[config.mk]
export PLATFORM = sky130hd
export DESIGN_NAME = serial_accum_ctrl
export DESIGN_NICKNAME = d
export VERILOG_FILES = /design/src/rtl/serial_accum_ctrl.sv
export SDC_FILE = /design/constraint.sdc
export NUM_CORES = 1
export LEC_CHECK = 0
export CORE_ASPECT_RATIO = 0.8
export CORE_UTILIZATION = 51
export DETAILED_ROUTE_END_ITERATION = 10
export MAX_ROUTING_LAYER = met4
export PLACE_DENSITY_LB_ADDON = 0.08
export SLEW_MARGIN = 20
export SYNTH_ARGS = -nofsm -noshare
export SYNTH_HDL_FRONTEND = slang
export SYNTH_SLANG_ARGS = --single-unit
[constraint.sdc]
create_clock -name clk -period 1.9 [get_ports clk]
set_input_delay 0.285 -clock clk [delete_from_list [all_inputs] [get_ports clk]]
set_output_delay 0.285 -clock clk [all_outputs]
set_load 0.02 [all_outputs]
[src/rtl/serial_accum_ctrl.sv]
// serial_accum_ctrl: bit-serial accumulator controller that time-shares one
// external combinational 1-bit full-adder cell. Each accepted operand is added
// LSB-first into the accumulator over WIDTH cycles.
//
// Build option: define SERIAL_ACCUM_SAT_EN to saturate acc to all ones when an
// add carries out of the top bit; otherwise acc wraps modulo 2^WIDTH.
//
// Handshake: start is a level request sampled only in IDLE (ignored while busy
// or in DONE, never queued); busy is high for exactly the WIDTH shift cycles;
// done is a one-cycle pulse in the cycle after the commit edge, when acc/ovf
// already hold the new result. clr aborts from any state with no done pulse.
module serial_accum_ctrl #(
  parameter int WIDTH = 4,
  parameter int CNT_W = 3
) (
  input  logic             clk,
  input  logic             rst,
  input  logic             start,
  input  logic             clr,
  input  logic [WIDTH-1:0] din,
  input  logic             fa_sum,
  input  logic             fa_cout,
  output logic             fa_a,
  output logic             fa_b,
  output logic             fa_cin,
  output logic             busy,
  output logic             done,
  output logic [WIDTH-1:0] acc,
  output logic             ovf
);

  typedef enum logic [1:0] {
    IDLE  = 2'd0,
    SHIFT = 2'd1,
    DONE  = 2'd2
  } state_t;

  state_t             state_q, state_d;
  logic [WIDTH-1:0]   sh_a_q, sh_a_d;
  logic [WIDTH-1:0]   sh_b_q, sh_b_d;
  logic               c_q, c_d;
  logic [CNT_W-1:0]   cnt_q, cnt_d;
  logic [WIDTH-1:0]   acc_q, acc_d;
  logic               ovf_q, ovf_d;

  // Accumulator shift register after this cycle's sum bit enters at the top.
  logic [WIDTH-1:0]   sum_word;
  logic               last_bit;

  assign sum_word = {fa_sum, sh_a_q[WIDTH-1:1]};
  assign last_bit = (cnt_q == CNT_W'(WIDTH - 1));

  // Cell operands come straight from registers and are forced low off-SHIFT.
  always_comb begin
    fa_a   = 1'b0;
    fa_b   = 1'b0;
    fa_cin = 1'b0;
    if (state_q == SHIFT) begin
      fa_a   = sh_a_q[0];
      fa_b   = sh_b_q[0];
      fa_cin = c_q;
    end
  end

  // Status outputs decoded from the state register.
  always_comb begin
    busy = (state_q == SHIFT);
    done = (state_q == DONE);
    acc  = acc_q;
    ovf  = ovf_q;
  end

  // Next-state and datapath update; clr overrides everything but rst.
  always_comb begin
    state_d = state_q;
    sh_a_d  = sh_a_q;
    sh_b_d  = sh_b_q;
    c_d     = c_q;
    cnt_d   = cnt_q;
    acc_d   = acc_q;
    ovf_d   = ovf_q;
    if (clr) begin
      state_d = IDLE;
      sh_a_d  = '0;
      sh_b_d  = '0;
      c_d     = 1'b0;
      cnt_d   = '0;
      acc_d   = '0;
      ovf_d   = 1'b0;
    end else begin
      case (state_q)
        IDLE: begin
          if (start) begin
            sh_a_d  = acc_q;
            sh_b_d  = din;
            c_d     = 1'b0;
            cnt_d   = '0;
            state_d = SHIFT;
          end
        end
        SHIFT: begin
          sh_a_d = sum_word;
          sh_b_d = sh_b_q >> 1;
          c_d    = fa_cout;
          cnt_d  = cnt_q + CNT_W'(1);
          if (last_bit) begin
`ifdef SERIAL_ACCUM_SAT_EN
            acc_d = fa_cout ? {WIDTH{1'b1}} : sum_word;
`else
            acc_d = sum_word;
`endif
            ovf_d   = fa_cout;
            state_d = DONE;
          end
        end
        DONE: begin
          state_d = IDLE;
        end
        default: begin
          state_d = IDLE;
        end
      endcase
    end
  end

  // State and datapath registers with synchronous reset.
  always_ff @(posedge clk) begin
    if (rst) begin
      state_q <= IDLE;
      sh_a_q  <= '0;
      sh_b_q  <= '0;
      c_q     <= 1'b0;
      cnt_q   <= '0;
      acc_q   <= '0;
      ovf_q   <= 1'b0;
    end else begin
      state_q <= state_d;
      sh_a_q  <= sh_a_d;
      sh_b_q  <= sh_b_d;
      c_q     <= c_d;
      cnt_q   <= cnt_d;
      acc_q   <= acc_d;
      ovf_q   <= ovf_d;
    end
  end

endmodule
# == After elaboration in Yosys (flattened, before gate mapping) ==
# Cells that the tools add are included.
# word_totals
wordCells,33
reg_bits,19
input_bits,10
# op_classes
n_eq_ne,5
reduce_logical,6
add_sub_neg,1
n_mux,14
# op_table
cell,count
$pmux W4 S2,2
$mux W4,2
$pmux W3 S2,1
$reduce_and A2 Y1,3
$mux W1,4
$mux W2,2
$pmux W2 S2,1
$add A3 B1 Y3 const B,1
$eq A3 B2 Y1 const B,1
$mux W3,1
$eq A2 B1 Y1 const B,1
$eq A2 B2 Y1 const B,1
$logic_not A2 Y1,1
$ne A2 B1 Y1 const B,1
$ne A2 B2 Y1 const B,1
$pmux W1 S2,1
$reduce_bool A2 Y1,1
$reduce_or A2 Y1,1

# == Depth between registers and ports, before layout ==
# Gate-level depths: netlist of the first run.
# depth
depth_word,3
mapped_depth,5
mapped_depth_nobuf,5

# == Worst setup path before layout of the first run ==
# OpenSTA, ideal clock, no wires.
# synth_path
kind,register -> output
startpoint,register state_q[0]
endpoint,output fa_a
slack_ns,0.641
path_stages_with_launch,4
required_time_ns,1.615
arrival_time_ns,0.974
path_cell_list,dfxtp_1 and2b_1 buf_6 and2_1
# synth_via
elab_chain_cells,2
# synth_lines
element,line_no,source
from (decl),38,"state_t state_q, state_d;"
from (signal assigned),137,state_q <= state_d;
$eq A2 B1 Y1,-,
named net busy,26,"output logic busy,"
$mux W1,58,if (state_q == SHIFT) begin
to (decl),23,"output logic fa_a,"
# The timed path passes the listed nets, and every way through them passes these cells.

# == Worst setup path in the final report of the first run ==
# layout_path
startpoint,register state_q[1]
endpoint,output fa_cin
# layout_via
elab_chain_cells,2
# layout_lines
element,line_no,source
$eq A2 B1 Y1,58,
$mux W1,58,
to (decl),25,"output logic fa_cin,"
# No other way between the ends.

==> results of run 1 <==
==> path summary, 6_finish.rpt <==
| check | from | to | depth (start not counted) |
|---|---|---|---|
| max | state_q[1] | fa_cin | 3 |
| min | ovf | ovf | 2 |
| max reg2reg | cnt_q[0] | acc[2] | 5 |
| min reg2reg | ovf | ovf | 2 |
==> sequential cells by signal (all words and copies together) (netlist names) <==
register / count
acc: 4
sh_a_q: 4
sh_b_q: 4
cnt_q: 3
state_q: 2
c_q: 1
ovf: 1
==> cells in the final DEF (no fill, tap or decap) <==
| cell type | n |
|---|---|
| dfxtp_1 | 18 |
| nor2_1 | 14 |
| clkdlybuf4s50_1 | 14 |
| mux2i_1 | 8 |
| a211oi_1 | 6 |
| nand3_1 | 5 |
| nand2_1 | 5 |
| a21oi_1 | 5 |
| inv_1 | 3 |
| and2_1 | 3 |
| a22oi_1 | 3 |
| clkbuf_4 | 3 |
| dlygate4sd2_1 | 3 |
| buf_4 | 3 |
| a211oi_2 | 2 |
| ha_1 | 2 |
| dlymetal6s2s_1 | 2 |
| and2b_2 | 1 |
| nor2b_1 | 1 |
| nand3b_1 | 1 |
| or2_2 | 1 |
| o21ba_4 | 1 |
| nor3_1 | 1 |
| o21bai_1 | 1 |
| a32oi_1 | 1 |
| clkinv_2 | 1 |
| dfxtp_2 | 1 |
==> synth_stat cells <==
library cell   n
nor2_1        14
inv_1          3
dfxtp_1       19
a21oi_1        5
and2_1         3
nand2_1        5
or2_2          1
nor2b_1        1
ha_1           2
buf_2          1
a22oi_1        3
a32oi_1        1
a211oi_1       6
o21bai_1       1
nor3_1         1
mux2i_1        8
a211oi_2       2
buf_6          4
o21ba_4        1
nand3b_1       1
and2b_1        1
nand3_1        5
==> stage by stage <==
| stage | util (%) | hold slack, ns | total power, uW | worst slack (ns) | cell area (sq um) |
|---|---|---|---|---|---|
| after global routing | 72.4 | 0.516 | 722 | 0.0829 | 1060 |
| after global placement | 70.2 | 0.445 | 497 | 0.155 | 1030 |
| after floorplan | - | 0.433 | 473 | 0.641 | 845 |
| final | 72.4 | 0.463 | 695 | 0.139 | 1060 |
| after CTS | 72.0 | 0.469 | 700 | 0.00000289 | 1060 |
| after detailed placement | 70.2 | 0.451 | 499 | 0.116 | 1030 |
==> cell type report <==
class | count | area (sq um)
clock inverters | 1 | 5.00
fillers | 131 | 407
well taps | 21 | 26.3
inverters | 3 | 11.3
multi-input cells | 61 | 404
flip-flops and latches | 19 | 382
clock buffers | 3 | 22.5
repair buffers | 22 | 214
==> logic make-up (layout without fill, tap and decap cells) <==
logic type / Yosys count / count (layout) / share of synthesized area [%]
flip-flops: 19 / 19 / 45.0
multiplexers: 8 / 8 / 9.48
AO/OA/AOI/OAI: 19 / 19 / 17.8
buffers and inverters: 8 / 29 / 7.26
adder cells (fa/ha/maj): 2 / 2 / 2.96
AND/OR/NAND/NOR: 32 / 32 / 17.5
==> routing by layer <==
| metal | part of all wire [%] | vias to the layer above | track usage (%) |
|---|---|---|---|
| met5 | 0 | - | - |
| met4 | 0.65 | 0 | 4.29 |
| met3 | 6.9 | 2 | 7.08 |
| met2 | 45 | 23 | 36.0 |
| met1 | 48 | 294 | 27.2 |
| li1 | - | 349 | - |
==> power by group through the flow <==
stage / clock network (uW) / logic (uW) / registers [uW]
6_report: 205 / 77.8 / 412
5_1_grt: 225 / 83.8 / 413
4_1_cts: 210 / 77.9 / 412
3_5_place_dp: 0 / 77.9 / 421
3_3_place_gp: 0 / 76.8 / 420
2_1_floorplan: 0 / 52.2 / 420
==> what timing repair did <==
item,4_1_cts,5_1_grt
hold buffers,0,0
resized for setup,5,2
setup endpoints to repair,4,2
==> critical path, delay by kind of cell (launching register included) <==
family	cells	cell delay (ns)
and+or+nand+nor	2	0.47
buffers and inverters	1	0.32
DFF	1	0.39
==> metrics, run 1 <==
run status complete, no violations; arrival time worst endpoint 1.48 ns; P_leak 0.000427 uW; pin count of the biggest net entering global routing 20; Max clock buf depth 2; CP Launch Type flop; ranking of synthesized cells by area dfxtp_1 (45%), mux2i_1 (9.5%), nor2_1 (6.2%), a211oi_1 (5.3%), buf_6 (5.3%); vias in the first global route 581; Post-CTS Setup Bufs 0; Antenna Cells 0; Avg Synthesized Cell Area 9.60 sq um; CTS tree built; Final Hold Fails 0; worst slew pin tran 0.398 ns; switching share of power 24.5%; area fraction of the dominant cell type after synthesis 45.0%; R2R Setup Slk approximately 0.46 ns; Clk Latency, worst-skew pair 0.30 ns; buffers added on ports 19; Clk pwr share 29.5%; Layout area overhead 26.1%; final setup vio count 0; Starting Density 57.4%; #FFs+latches synth 19; Final Non-Filler Cells 130; leading area contributor after synthesis dfxtp_1; period utilization between 90% and 100%; critical path class flop to output port; placed cell count 126; drc violations 0; HP Class flop to flop; Reg clk slew, reported paths between 0.1 and 0.15 ns; Psw around 170 uW; antenna violations before repair 0; Max Fanout on Critical Path 9; chain of cells forming the critical path and2b_2 -> and2_1 -> dlygate4sd2_1; CTS Root Cell clkbuf_4; GRT overflow 0; Comb pwr share between 10% and 20%; HPWL Detailed between 1 and 1.5 mm; cell internal pwr 524 uW; Cell variety after synth 22; Slowest-stage cell, CP dfxtp_2; fmax 568 MHz; Final Net Count 122; TritonRoute pass-1 iters 4; All-Layer GR Usage 22.2%; Core ar. 0.00147 sq mm; mapped cell area 845 sq um; sequential fraction of design power ~59%; final setup TNS 0 ns; io pins 20; final WL 1.69 mm; number of max-cap violations 0; Final Skew 0.00874 ns; Seq/Total Area, Yosys 45.0%; Ys Warns 0; Pwr Density about 650 mW/mm^2; Final Slew Violations 0; layout cells sized above 1 around an eighth; Die Area 0.00182 sq mm; CTS Sinks 19; RSZ-0062 raised after global routing no; detailed-route via count between 600 and 700; x dimension of the die 47.5 um; Worst VDD drop 541 uV; die height 38.4 um; Starting DRT DRC Count 7; endpoint class of the critical path output port; Avg WL per Cell 13.0 um; CTS Buf Count 3; Post-DRT Antenna Nets 0; Via density 5.14; Worst EP required between 1.5 and 2 ns; Tmin final 1.76 ns; syn_nets 100; first-pass GRT wire length 2.66 mm; Mapped Cells 88; # H-tree levels 1; RePlAce Congestion ~0.73; Std-Cell Rows 12; Worst path max stage delay roughly 0.39 ns; max_slew headroom 73.5%
(Power assumes the default switching activity.)
==> run 2, diff against run 1 <==
--- a/config.mk
+++ b/config.mk
@@ -10,6 +10,7 @@
 export DETAILED_ROUTE_END_ITERATION = 10
 export MAX_ROUTING_LAYER = met4
 export PLACE_DENSITY_LB_ADDON = 0.08
+export SETUP_SLACK_MARGIN = 0.5
 export SLEW_MARGIN = 20
 export SYNTH_ARGS = -nofsm -noshare
 export SYNTH_HDL_FRONTEND = slang
==> metrics, run 2 (synthesis results as in run 1) <==
vias in the first global route 638 (+9.8%); commonest non-fill, non-tap cell in the layout dfxtp_1; buffers added on ports 19 (unchanged); final setup TNS 0 ns (unchanged); number of max-cap violations 0 (unchanged); io pins 20 (unchanged); CTS Hold Bufs 0 (unchanged); Psw 175 uW (+2.7%); run status complete, no violations; endpoint class of the critical path output port; RR Startpoint cnt_q[0]; sequential fraction of design power 57.8% (-1.5 points); Worst EP required 1.62 ns (about the same); Antenna Cells 0 (unchanged); CTS Root Cell clkbuf_4; max_slew headroom 73.7% (+0.22 points); Starting DRT DRC Count 13 (+6); first-pass GRT wire length 2.87 mm (+8.1%); cell internal pwr 536 uW (+2.2%); final WL 1.86 mm (+10%); Starting Density 57.4% (unchanged); Post-DRT Antenna Nets 0 (unchanged); fmax 669 MHz (+18%); Final Non-Filler Cells 142 (+9.2%); detailed-route via count 715 (+7.0%); TritonRoute pass-1 iters 4 (unchanged); die height 38.4 um (unchanged); WHS Endpoint cnt_q[0]; RePlAce Congestion 0.727 (unchanged); Cell Area, Placed 0.00103 sq mm (unchanged); chain of cells forming the critical path and2b_4 -> and2_4 -> buf_6; All-Layer GR Usage 23.9% (+1.7 points); Clk Latency, worst-skew pair 0.30 ns (about the same); Worst VDD drop 531 uV (-1.7%); Final Net Count 134 (+9.8%); HPWL Detailed 1.11 mm (unchanged); Final Hold Fails 0 (unchanged); layout cells sized above 1 28.9% (+17 points); switching share of power 24.6% (+0.081 points); Final Slew Violations 0 (unchanged); final instance area 0.00118 sq mm (+11%); worst-case reg-to-reg path depth 5 (unchanged); Avg WL per Cell 13.1 um (+1.2%); R2R Setup Slk 0.59 ns (+0.13 ns); Core ar. 0.00147 sq mm (unchanged); Worst path max stage delay 0.36 ns (-0.03 ns); P_leak 0.000485 uW (+13%); critical path class flop to output port; antenna violations before repair 0 (unchanged); Slowest-stage cell, CP dfxtp_4; Die Area 0.00182 sq mm (unchanged); worst slew pin tran 0.394 ns (-0.00324 ns); CTS tree built; placed cell count 126 (unchanged); Tmin final 1.50 ns (-0.265 ns); Final Skew 0.00854 ns (-0.000199 ns); # H-tree levels 1 (unchanged); HP Class flop to flop; arrival time worst endpoint 1.21 ns (-0.27 ns); Comb pwr share 13.3% (+2.1 points); Max Fanout on Critical Path 7 (-2); worst flop-to-flop path endpoint acc[2]; CTS Sinks 19 (unchanged); period utilization 78.7% (-14 points); Clk pwr share 28.8% (-0.7 points); drc violations 0 (unchanged); hold_sp cnt_q[0]; Layout area overhead 39.6%; GRT overflow 0 (unchanged); total power 711 uW (+2.3%); x dimension of the die 47.5 um (unchanged); Via density 5.04 (-2.0%); RSZ-0062 raised after global routing yes; Reg clk slew, reported paths 0.11 ns (about the same); CTS Buf Count 3 (unchanged); CP Launch Type flop; pin count of the biggest net entering global routing 20 (unchanged); Std-Cell Rows 12 (unchanged); hold path depth 1 (-1); commonest cells after routing, fill and taps aside dfxtp_1 (17), buf_4 (15), nor2_1 (14); Max clock buf depth 2 (unchanged); worst hold slack 0.445 ns (-0.0179 ns); final setup vio count 0 (unchanged); Pwr Density 603 mW/mm^2 (-7.6%)
run 2: power by group through the flow:
stage	combinational (uW)	clock (uW)	sequential [uW]
6_report	94.6	205	411
5_1_grt	101	225	412
4_1_cts	83.8	210	411
3_5_place_dp	77.9	0	421
3_3_place_gp	76.8	0	420
2_1_floorplan	52.2	0	420
run 2: worst max-delay path, delay by kind of cell, from the launching register on:
family / cells / cell delay (ns)
AND/OR/NAND/NOR: 2 / 0.43
buffers and inverters: 1 / 0.11
flip-flops: 1 / 0.36
run 2: worst max path at each step:
stage                           from  endpoint  slack (ns)  cells after the start
after floorplan           state_q[0]      fa_a        0.64                      3
after global placement    state_q[1]      fa_b        0.16                      3
after detailed placement  state_q[1]    fa_cin        0.12                      3
after CTS                 state_q[1]    fa_cin        0.36                      3
after global routing      state_q[1]      fa_a        0.37                      3
final                     state_q[1]    fa_cin        0.40                      3
run 2: final cells by class:
cell class	instances	area [sq um]
clock buffer	3	22.5
clock inverter	1	5.00
fill	114	293
inverter	3	11.3
multi-input combinational	61	425
sequential	19	385
tap	21	26.3
timing repair buffer	34	303
run 2: metrics by stage:
stage / utilization [%] / worst slack [ns]
floorplan: - / 0.641
global route: 80.1 / 0.369
global placement: 70.2 / 0.155
finish: 80.1 / 0.404
CTS: 75.4 / 0.364
detailed placement: 70.2 / 0.116
run 2: routing by layer:
metal / vias to the layer above / routed length (um) / global-route usage [%]
met5: - / 0 / -
met3: 2 / 108 / 7.55
met4: 0 / 11 / 5.71
li1: 373 / - / -
met1: 319 / 867 / 28.4
met2: 21 / 876 / 39.4
run 2: repair_timing:
item	4_1_cts	5_1_grt
pin swaps	3	2
buffers inserted	6	6
endpoints found under the hold margin	0	0
setup endpoints to repair	14	10
gates resized for setup	39	6
